`config.mk`:
```
export PLATFORM = sky130hd
export DESIGN_NAME = lpc_capture_ctrl
export DESIGN_NICKNAME = d
export VERILOG_FILES = /design/src/rtl/lpc_capture_ctrl.sv
export SDC_FILE = /design/constraint.sdc
export NUM_CORES = 1
export LEC_CHECK = 0
export CORE_UTILIZATION = 57
export CTS_CLUSTER_SIZE = 14
export DETAILED_ROUTE_END_ITERATION = 8
export PLACE_DENSITY = 0.8
export SYNTH_ARGS = -nofsm -noshare
export SYNTH_HDL_FRONTEND = slang
export SYNTH_SLANG_ARGS = --single-unit
```
`constraint.sdc`:
```
create_clock -name clk_i -period 6.6 [get_ports clk_i]
set_input_delay 0.99 -clock clk_i [delete_from_list [all_inputs] [get_ports clk_i]]
set_output_delay 0.99 -clock clk_i [all_outputs]
set_load 0.05 [all_outputs]
```
`src/rtl/lpc_capture_ctrl.sv`:
```
// lpc_capture_ctrl: LPC address-window decode, cycle-word qualify, FIFO capture and stream drain
// Ports:
//   clk_i, nrst_i             clock (rising edge), asynchronous active-low reset
//   cfg_en_i/base_i/mask_i    capture enable, address window base and compare mask
//   lpc_addr_i, addr_hit_o    peripheral address in, combinational window hit out
//   tdata_i, ready_i          cycle word and its strobe (one word per rising edge)
//   flush_i                   synchronous discard of all queued words
//   m_tdata_o/tvalid_o/tready_i  downstream valid/ready stream
//   fifo_level_o              words held, including the presented word
//   overflow_cnt_o            saturating count of words dropped while full
// Option: define LPC_CAPTURE_SEQ_EN to stamp a 4-bit sequence number into word bits [31:28].
module lpc_capture_ctrl #(
  parameter int DEPTH = 8,
  parameter int LW = $clog2(DEPTH) + 1
) (
  input  logic          clk_i,
  input  logic          nrst_i,
  input  logic          cfg_en_i,
  input  logic [15:0]   cfg_base_i,
  input  logic [15:0]   cfg_mask_i,
  input  logic [15:0]   lpc_addr_i,
  output logic          addr_hit_o,
  input  logic [31:0]   tdata_i,
  input  logic          ready_i,
  input  logic          flush_i,
  output logic [31:0]   m_tdata_o,
  output logic          m_tvalid_o,
  input  logic          m_tready_i,
  output logic [LW-1:0] fifo_level_o,
  output logic [15:0]   overflow_cnt_o
);
  localparam int AW = LW - 1;
  typedef enum logic [1:0] {IDLE, VALID, FLUSH} state_t;
  state_t state, state_nxt;
  logic ready_q;
  logic [LW-1:0] wr_ptr, rd_ptr, level, hptr;
  logic [31:0] mem [DEPTH];
  logic [31:0] word, head_nxt;
  logic cand, qual, clr, acc, full, pop, push, drop, more, load;
`ifdef LPC_CAPTURE_SEQ_EN
  logic [3:0] seq;
`endif
  assign addr_hit_o = cfg_en_i & ((lpc_addr_i & cfg_mask_i) == (cfg_base_i & cfg_mask_i));
  assign m_tvalid_o = state == VALID;
  assign fifo_level_o = level;
  always_comb begin
    level = wr_ptr - rd_ptr;
    full = level == LW'(DEPTH);
    cand = ready_i & ~ready_q;
    // type 01 and 11 are exactly the codes with bit 0 set
    qual = cfg_en_i & tdata_i[0] & ((tdata_i[27:12] & cfg_mask_i) == (cfg_base_i & cfg_mask_i));
    // candidates are discarded both on the flush edge and during the FLUSH clock
    clr = flush_i | (state == FLUSH);
    acc = cand & qual & ~clr;
    pop = (state == VALID) & m_tready_i & ~flush_i;
    push = acc & (~full | pop);
    drop = acc & full & ~pop;
    more = (level != LW'(1)) | push;
`ifdef LPC_CAPTURE_SEQ_EN
    word = {seq, tdata_i[27:0]};
`else
    word = tdata_i;
`endif
    // next head is the word after the popped one; bypass when it is being written this edge
    hptr = (state == VALID) ? rd_ptr + LW'(1) : rd_ptr;
    head_nxt = (push && wr_ptr == hptr) ? word : mem[hptr[AW-1:0]];
    load = ((state == IDLE) & ~flush_i & (level != '0)) | (pop & more);
    state_nxt = flush_i ? FLUSH :
                (state == FLUSH) ? IDLE :
                (state == IDLE) ? ((level != '0) ? VALID : IDLE) :
                (pop & ~more) ? IDLE : VALID;
  end
  always_ff @(posedge clk_i or negedge nrst_i) begin
    if (!nrst_i) begin
      state <= IDLE;
      ready_q <= 1'b0;
      wr_ptr <= '0;
      rd_ptr <= '0;
      m_tdata_o <= '0;
      overflow_cnt_o <= '0;
    end else begin
      state <= state_nxt;
      ready_q <= ready_i;
      if (push) wr_ptr <= wr_ptr + LW'(1);
      rd_ptr <= clr ? wr_ptr : pop ? rd_ptr + LW'(1) : rd_ptr;
      if (load) m_tdata_o <= head_nxt;
      if (drop && overflow_cnt_o != 16'hFFFF) overflow_cnt_o <= overflow_cnt_o + 16'd1;
    end
  end
  always_ff @(posedge clk_i) begin
    if (push) mem[wr_ptr[AW-1:0]] <= word;
  end
`ifdef LPC_CAPTURE_SEQ_EN
  always_ff @(posedge clk_i or negedge nrst_i) begin
    if (!nrst_i) seq <= 4'd0;
    else if (push) seq <= seq + 4'd1;
  end
`endif
endmodule

```
* Word-level counts from Yosys, hierarchy flattened
Memories as Yosys holds them, arrays and structs flattened.
Cells that the tools add are included.
** Cells by class
- Equal/unequal tests :: 8
- Multiplexer cells :: 11
- Bitwise logic cells :: 28
- Reduce and logical (&&, ||, !) cells :: 5
- Add/sub/neg operators :: 4
** Operators with widths (number)
- AND 16 bit :: 3
- == test 16 bit :: 2
- two-way mux 32 bit :: 1
- adder 16 x 1 -> 16 bit, second input constant :: 1
- inequality test 16 bit, second input constant :: 1
- AND 1 bit :: 15
- two-way mux 4 bit :: 3
- adder 4 x 1 -> 4 bit, second input constant :: 2
- two-way mux 1 bit :: 6
- NOT 1 bit :: 6
- == test 4 bit :: 1
- == test 4 bit, second input constant :: 1
- inequality test 4 x 1 -> 1 bit, second input constant :: 1
- OR 1 bit :: 4
- nonzero test 4 bit :: 1
- subtractor 4 bit :: 1
- == test 2 x 1 -> 1 bit, second input constant :: 1
- == test 2 bit, second input constant :: 1
- logical AND 1 bit :: 2
- logical NOT 2 bit :: 1
- two-way mux 2 bit :: 1
- nonzero test 2 bit :: 1
** Storage, ports and cells
- Memories kept :: 1
- Output and inout port bits :: 54
- Register bits after elaboration :: 59
- Bits in writable memories :: 256
- Logic and storage cells :: 63
** Memory list
- mem :: words 8, width 32, read ports 1, clocked after Yosys merged registers in 0, wr ports 1, RTL line 37 : logic [31:0] mem [DEPTH];

* Longest topological paths before layout
Gate-level depths: netlist of run 1.
- Word-level depth :: 13
- Gate-level depth with buffers :: 13
- Mapped depth without buffers :: 11

* Worst setup path after synthesis of run 1
No wires, ideal clock.
- Path kind :: register to register
- From :: register rd_ptr[0]
- To :: memory mem[0][0], enable pin
- Period minus slack after synthesis :: 5531 ps
- Arrival time :: 5070 ps
- Setup slack :: 1069 ps
- Stages on the path, launching flop included :: 11
- Library setup time :: 461 ps
- Required time :: 6139 ps
- Buffers on the path :: 0
- Path through :: dfrtp_1 -> ha_1 -> inv_1 -> fa_1 -> xor2_1 -> nor2_1 -> and3_1 -> nor2b_1 -> nor2_1 -> nand2_1 -> nor3_1
** On the way
- Longest elaborated chain between the ends :: 7
** Ends and longest elaborated chain
- from (decl) :: RTL line 36 : logic [LW-1:0] wr_ptr, rd_ptr, level, hptr;
- from (signal assigned) :: RTL line 85 : rd_ptr <= clr ? wr_ptr : pop ? rd_ptr + LW'(1) : rd_ptr;
- subtractor 4 bit :: RTL line 47 : level = wr_ptr - rd_ptr;
- via fifo_level_o[2] :: RTL line 29 : output logic [LW-1:0] fifo_level_o,
- == test 4 bit :: RTL line 48 : full = level == LW'(DEPTH);
- NOT 1 bit :: RTL line 56 : push = acc & (~full | pop);
- OR 1 bit :: RTL line 56
- AND 1 bit :: RTL line 56
- two-way mux 1 bit :: RTL line 91 : if (push) mem[wr_ptr[AW-1:0]] <= word;
- two-way mux 1 bit (not written as such) :: RTL line 91
- to (decl) :: RTL line 37
The timed path passes the listed nets, and every way through them passes these cells.

* Final worst setup path of run 1
- From :: input tdata_i[23]
- To :: memory mem[0][4], enable pin
** On the way
- Longest elaborated chain between the ends :: 8
** Ends and longest elaborated chain
- from (decl) :: RTL line 23 : input logic [31:0] tdata_i,
- AND 16 bit :: RTL line 51 : qual = cfg_en_i & tdata_i[0] & ((tdata_i[27:12] & cfg_mask_i) == (cfg_base_i & cfg_mask_i));
- == test 16 bit :: RTL line 51
- AND 1 bit :: RTL line 51
- AND 1 bit (2 in a row) :: RTL line 54 : acc = cand & qual & ~clr;
- AND 1 bit :: RTL line 56
- two-way mux 1 bit :: RTL line 91
- two-way mux 1 bit (not written as such) :: RTL line 91
No other way between the ends.

==> results of run 1 <==
[final cells by class]
cell class                 count  area share
clock buffer                  43     0.05185
clock inverter                14    0.004295
inverter                      10    0.002343
multi-input combinational    376      0.2528
sequential                   315      0.5720
tap                          313     0.02444
timing repair buffer         148     0.09231
[metrics by stage]
step | utilization | worst slack, ns | cell area [µm²] | instances
floorplan | - | 1.069 | 13420 | 734
global placement | 0.6619 | 1.693 | 15120 | 1162
detailed placement | 0.6619 | 1.513 | 15120 | 1162
CTS | 0.7013 | 2.106 | 16020 | 1219
global route | 0.7013 | 1.843 | 16020 | 1219
finish | 0.7013 | 2.074 | 16020 | 1219
[flip-flops by register name, indices dropped and copies added, names as in the netlist]
name            count
wr_ptr              4
rd_ptr              4
m_tdata_o          32
overflow_cnt_o     16
mem               256
ready_q             1
state               2
[synthesized netlist by cell type, types with 2 or more instances]
library cell | n | area (µm²)
inv_1 | 10 | 37.54
mux2_2 | 34 | 382.9
buf_2 | 6 | 30.03
mux4_1 | 56 | 1471
mux4_2 | 8 | 180.2
dfrtp_1 | 59 | 1476
and3_1 | 7 | 43.79
ha_1 | 6 | 75.07
nor3_1 | 3 | 15.01
nand4_1 | 11 | 68.82
nor3b_1 | 2 | 15.01
buf_4 | 5 | 37.54
and4_1 | 2 | 17.52
edfxtp_1 | 256 | 7687
buf_6 | 11 | 123.9
a22oi_1 | 10 | 75.07
mux2i_1 | 33 | 330.3
o21ai_0 | 5 | 25.02
xor2_1 | 33 | 289.0
a31oi_1 | 2 | 12.51
o21ai_1 | 31 | 155.2
nor2_1 | 13 | 48.80
clkbuf_1 | 9 | 33.78
xnor2_1 | 22 | 192.7
nand3_1 | 11 | 55.05
a21oi_1 | 7 | 35.03
a221o_1 | 2 | 20.02
nand3b_1 | 4 | 30.03
nand2_1 | 54 | 202.7
[worst max-delay path by stage]
stage	startpoint	endpoint	slack [ns]	depth (start not counted)
floorplan	rd_ptr[0]	mem[0][0]	1.07	10
global placement	tdata_i[23]	mem[0][7]	1.69	9
detailed placement	tdata_i[20]	mem[0][7]	1.51	9
CTS	tdata_i[20]	mem[0][31]	2.11	9
global route	tdata_i[20]	mem[0][13]	1.84	9
finish	tdata_i[23]	mem[0][4]	2.07	9
[routing by layer]
metal  vias up  routed length [µm]  track usage
met5         -                   0            0
met4         0                 541      0.06723
met3        54                1941      0.03482
met2       319               14010       0.4128
met1      3722               11720       0.3281
li1       3246                   -            -
[worst register-to-register path: stages, from the launching register on]
cell and delay, ns:
dfrtp_1 0.50, inv_1 0.13, a21oi_1 0.56, nand3_1 0.22, or4_1 0.60, nor2_1 0.33, nand2_1 0.30, nor3_2 0.90
buf_12 0.30
[power breakdown]
part	switching, W	internal, W	total (W)
clock	0.000699	0.000873	0.00157
sequential	0.0000420	0.00221	0.00225
combinational	0.000434	0.000285	0.000719
[cells by family (layout without fill, tap and decap cells)]
kind of cell | Yosys count | count (layout) | synth area share
multiplexers | 132 | 132 | 0.1779
XOR/XNOR | 56 | 56 | 0.03794
adder cells (fa/ha/maj) | 7 | 7 | 0.007084
flip-flops | 315 | 315 | 0.6827
AND/OR/NAND/NOR | 118 | 118 | 0.04484
buffers and inverters | 43 | 215 | 0.02172
AO/OA/AOI/OAI | 63 | 63 | 0.02787
==> flow_summary.ini, run 1 <==
[pwr]
ir_drop_mv = 0.2558
power_density_mw_per_mm2 = 283.7
power_w = 0.004545
p_leak_nw = 5.960

[synthesis]
synth-edff-count = 256
ys_types = 51
synth_nets = 827
yosysWarnings = 0
syn_inst = 734
ys.flop_type = edfxtp_1
synth_seq_cells = 315
ys_seq_area_frac = 0.6827
syn_area_mm2 = 0.01342
ys_async_sr_fraction = 0.1873
postSynthAreaPerCell_um2 = 18.29

[finish]
antennaDiodeCount = 0
syn_to_final_growth_pct = 19.36
final_common_cell = edfxtp_1
seq_area_mm2 = 0.009164
mostFrequentLayoutCells = edfxtp_1 (256), clkdlybuf4s50_1 (138), dfrtp_1 (59), mux4_1 (56), nand2_1 (54)
layout.nets = 975
multiInputGateArea_mm2 = 0.004050
drive_above_1_share = 0.1203
nFillCells = 1429

[setup_path]
crit_fanout = 23
cp.buffers_inverters = 2
cp.arrival_ns = 4.77
rrSetupSlack_ns = 2.45
reg2reg_to = mem[0][4]
worstPathRequired_ns = 6.84
max_stage_delay_ns = 0.90
critPathLaunchType = input pin
crit_chain = clkdlybuf4s50_1, xor2_1, a22oi_1, nand4_1, or4_1, nor2_1, nand2_1, nor3_2, buf_12
rr_worst_depth = 8
crit_family = simple AND/OR/NAND/NOR gates
r2r_start = state[0]
cp_slowest_cell = nor3_2
crit_path_end_kind = flip-flop
crit_type = in2reg

[sta]
hold_violations = 0
rsz0062_at_grt = false
finClkSkew_ns = 0.007234
fin_tns_setup_ns = 0
period_minus_slack_ns = 4.526
drv_slew = 0
whs_ns = 0.4861
fin_crit_sh = 0.6857
tightest_slew_ns = 1.279
relSlewSlack = 0.1450
setup_viol = 0
fmax_ghz = 0.2210

[floorplan]
start_util = 0.5875
io_pins = 140
num_rows = 55
die-area_mm2 = 0.02417
core_mm2 = 0.02285
die_x_um = 155.5
fp.dieH_um = 155.5

[placed_design]
port-buffer-count = 139
dp_hpwl_um = 16410
gp_congestion = 0.8758

[cts]
clk_pin_slew_worst_paths_ns = 0.06
cts_root_buf = clkbuf_16
cts_buffers = 31
holdBufCountCts = 0
cts_resized = 0
cts_max_level = 1
cts_setup_buffers = 0
cts_sinks = 315
cts_tree = built
cts_buffer_depth = 3
clk_latency_ns = 0.55

[routing]
wl_per_cell_um = 23.14
ant_nets = 0
drtIter0Drc = 502
drc_errors = 0
finalWirelength_um = 28210
drtPass1Iterations = 5
vias_per_cell = 6.022
vias = 7341

[global_route]
grt_pass1_wl_um = 43420
antenna_found_initial = 0
grt_use_total = 0.2416
grt-ovfl-total = 0
grt_pass1_vias = 7668
grt_max_degree = 66

[run]
drv_cap = 0

[min_path]
hold_path.startpoint = m_tdata_o[30]
min_path_cells = 2
worstHoldEndpoint = m_tdata_o[30]
hold_class = reg2reg

[run_status]
status = finished, final reports clean
(Power assumes the default switching activity.)
==> run 2: changes to the inputs <==
--- a/config.mk
+++ b/config.mk
@@ -5,10 +5,10 @@
 export SDC_FILE = /design/constraint.sdc
 export NUM_CORES = 1
 export LEC_CHECK = 0
-export CORE_UTILIZATION = 57
+export CORE_UTILIZATION = 51
 export CTS_CLUSTER_SIZE = 14
 export DETAILED_ROUTE_END_ITERATION = 8
-export PLACE_DENSITY = 0.8
+export PLACE_DENSITY = 0.76
 export SYNTH_ARGS = -nofsm -noshare
 export SYNTH_HDL_FRONTEND = slang
 export SYNTH_SLANG_ARGS = --single-unit
==> constraint.sdc (replaced) <==
create_clock -name clk_i -period 4.1 [get_ports clk_i]
set_input_delay 0.615 -clock clk_i [delete_from_list [all_inputs] [get_ports clk_i]]
set_output_delay 0.615 -clock clk_i [all_outputs]
set_load 0.05 [all_outputs]
==> run 2 against run 1 <==
Effect of this change:
- count of clock-buffer cells in the layout is 8 lower
- power is 65% higher
- clock skew is 0.0044 ns higher
- combinational power is 63% higher
- largest power group unchanged
==> flow_summary.ini, run 2 (synthesis results as in run 1) <==
[routing]
wl_per_cell_um = 21.95
vias_per_cell = 5.737
vias = 7332
finalWirelength_um = 28050
drtPass1Iterations = 5
ant_nets = 0
drc_errors = 0
drtIter0Drc = 590

[sta]
tightest_slew_ns = 0.9867
drv_slew = 0
setup_viol = 0
hold_violations = 0
period_minus_slack_ns = 3.653
layout_setup_ws_ns = 0.4474
finClkSkew_ns = 0.01163
fin_tns_setup_ns = 0
relSlewSlack = 0.3407
rsz0062_at_grt = false
whs_ns = 0.02084
fin_crit_sh = 0.8909
fmax_ghz = 0.2738

[pwr]
p_leak_nw = 6.187
switching_share = 0.2563
p_comb_frac = 0.156
ir_drop_mv = 0.3952
internal-power_w = 0.005568
pwr-share-clk = 0.360
p_switching_w = 0.001919
power_density_mw_per_mm2 = 454.8
power_frac_seq = 0.483
power_w = 0.007487

[finish]
antennaDiodeCount = 0
layout.nets = 1012
final_common_cell = edfxtp_1
stdcell_count = 1278
nFillCells = 1791
syn_to_final_growth_pct = 22.64
drive_above_1_share = 0.1612
largest_reg_flops = 256
mostFrequentLayoutCells = edfxtp_1 (256), clkdlybuf4s50_1 (138), dfrtp_1 (59), mux4_1 (56), nand2_1 (54)

[setup_path]
cp.arrival_ns = 4.06
startpoint = wr_ptr[0]
crit_path_end_kind = flip-flop
max_stage_delay_ns = 0.48
critPathLaunchType = flip-flop
cp_common_cell = inv_1
rrSetupSlack_ns = 0.45
crit_type = reg2reg
cp_slowest_cell = nor2b_1
worstPathRequired_ns = 4.51
crit_fanout = 14
r2r_start = wr_ptr[0]
crit_chain = inv_1, ha_1, inv_1, fa_1, xor2_2, nor2_1, and3_1, nor2b_1, nand4bb_4, buf_4, mux2i_1, o21ai_1

[global_route]
grt-ovfl-total = 0
antenna_found_initial = 0
grt_pass1_wl_um = 42990
grt_use_total = 0.2158
grt_max_degree = 43
grt_pass1_vias = 7568

[floorplan]
start_util = 0.5180
die_x_um = 164.2
num_rows = 59
core_mm2 = 0.02591
io_pins = 140
die-area_mm2 = 0.02697
fp.dieH_um = 164.2

[placed_design]
dp_hpwl_um = 18300
dp_cells = 1222
dp_slack_ns = 0.3084
port-buffer-count = 139
gp_congestion = 0.7695

[min_path]
hold_class = in2async

[cts]
clk_pin_slew_worst_paths_ns = 0.06
cts_buffer_depth = 3
cts_buffers = 30
cts_tree = built
cts_resized = 0
cts_root_buf = clkbuf_16
clk_latency_ns = 0.56
cts_setup_buffers = 0
holdBufCountCts = 0
cts_max_level = 1
cts_sinks = 315

[run_status]
status = finished, final reports clean

[run]
drv_cap = 0
-- run 2: cell types whose count changed in the layout (fill, tap and decap cells not counted), sizes merged --
| cell | before | now |
|---|---|---|
| clkinv | 12 | 17 |
| buf | 10 | 48 |
| clkbuf | 43 | 35 |
| bufinv | 0 | 3 |
| clkinvlp | 2 | 1 |
-- run 2: path summary, 6_finish.rpt --
check,end,depth (start not counted)
worst max-delay path,m_tdata_o[25],12
worst min-delay path,m_tdata_o[12],1
worst max register to register,m_tdata_o[25],12
worst min register to register,m_tdata_o[2],2
max in group asynchronous,wr_ptr[3],2
min in group clk_i,m_tdata_o[2],2
-- run 2: routing by layer --
metal  global-route usage  routed length, µm  vias to the layer above
met5                    0                  0                        -
met4              0.05682                496                        0
met3              0.03232               1792                       38
met2               0.3648              14180                      286
met1               0.2937              11580                     3691
li1                     -                  -                     3317
-- run 2: stage by stage --
step / cell area, µm² / utilization
after floorplan: 13470 / -
after global placement: 15490 / 0.5979
after detailed placement: 15490 / 0.5979
after CTS: 16460 / 0.6353
after global routing: 16460 / 0.6353
final: 16460 / 0.6353
-- run 2: final cells by class --
class	instances	area (µm²)	share of cell area
Sequential cell	315	9164	0.5567
Multi-Input combinational cell	376	4070	0.2472
Timing Repair Buffer	186	1802	0.1094
Clock buffer	35	769.5	0.04674
Tap cell	335	419.2	0.02546
Clock inverter	21	200.2	0.01216
Inverter	10	37.54	0.002280
-- run 2: power groups by stage --
| stage | Combinational [W] | Clock, W | Sequential [W] |
|---|---|---|---|
| floorplan | 0.000402 | 0 | 0.00402 |
| global placement | 0.00116 | 0 | 0.00368 |
| detailed placement | 0.00118 | 0 | 0.00368 |
| CTS | 0.00118 | 0.00274 | 0.00362 |
| global route | 0.00124 | 0.00287 | 0.00363 |
| finish | 0.00117 | 0.00270 | 0.00362 |
-- run 2: worst max-delay path, delay by kind of cell (launching register included) --
kind,cells,cell delay (ns)
AOI/OAI and AO/OA,1,0.08
muxes,1,0.23
adders and majority gates,2,0.60
DFF,1,0.47
xor gates and xnor gates,1,0.18
and+or+nand+nor,4,1.38
buffers and inverters,3,0.56
==> run 3: changes to the inputs <==
--- a/config.mk
+++ b/config.mk
@@ -5,6 +5,7 @@
 export SDC_FILE = /design/constraint.sdc
 export NUM_CORES = 1
 export LEC_CHECK = 0
+export ABC_CLOCK_PERIOD_IN_PS = 4100
 export CORE_UTILIZATION = 51
 export CTS_CLUSTER_SIZE = 14
 export DETAILED_ROUTE_END_ITERATION = 8
==> results of run 3 <==
Final layout, timing and power as in run 2 (identical DEF).
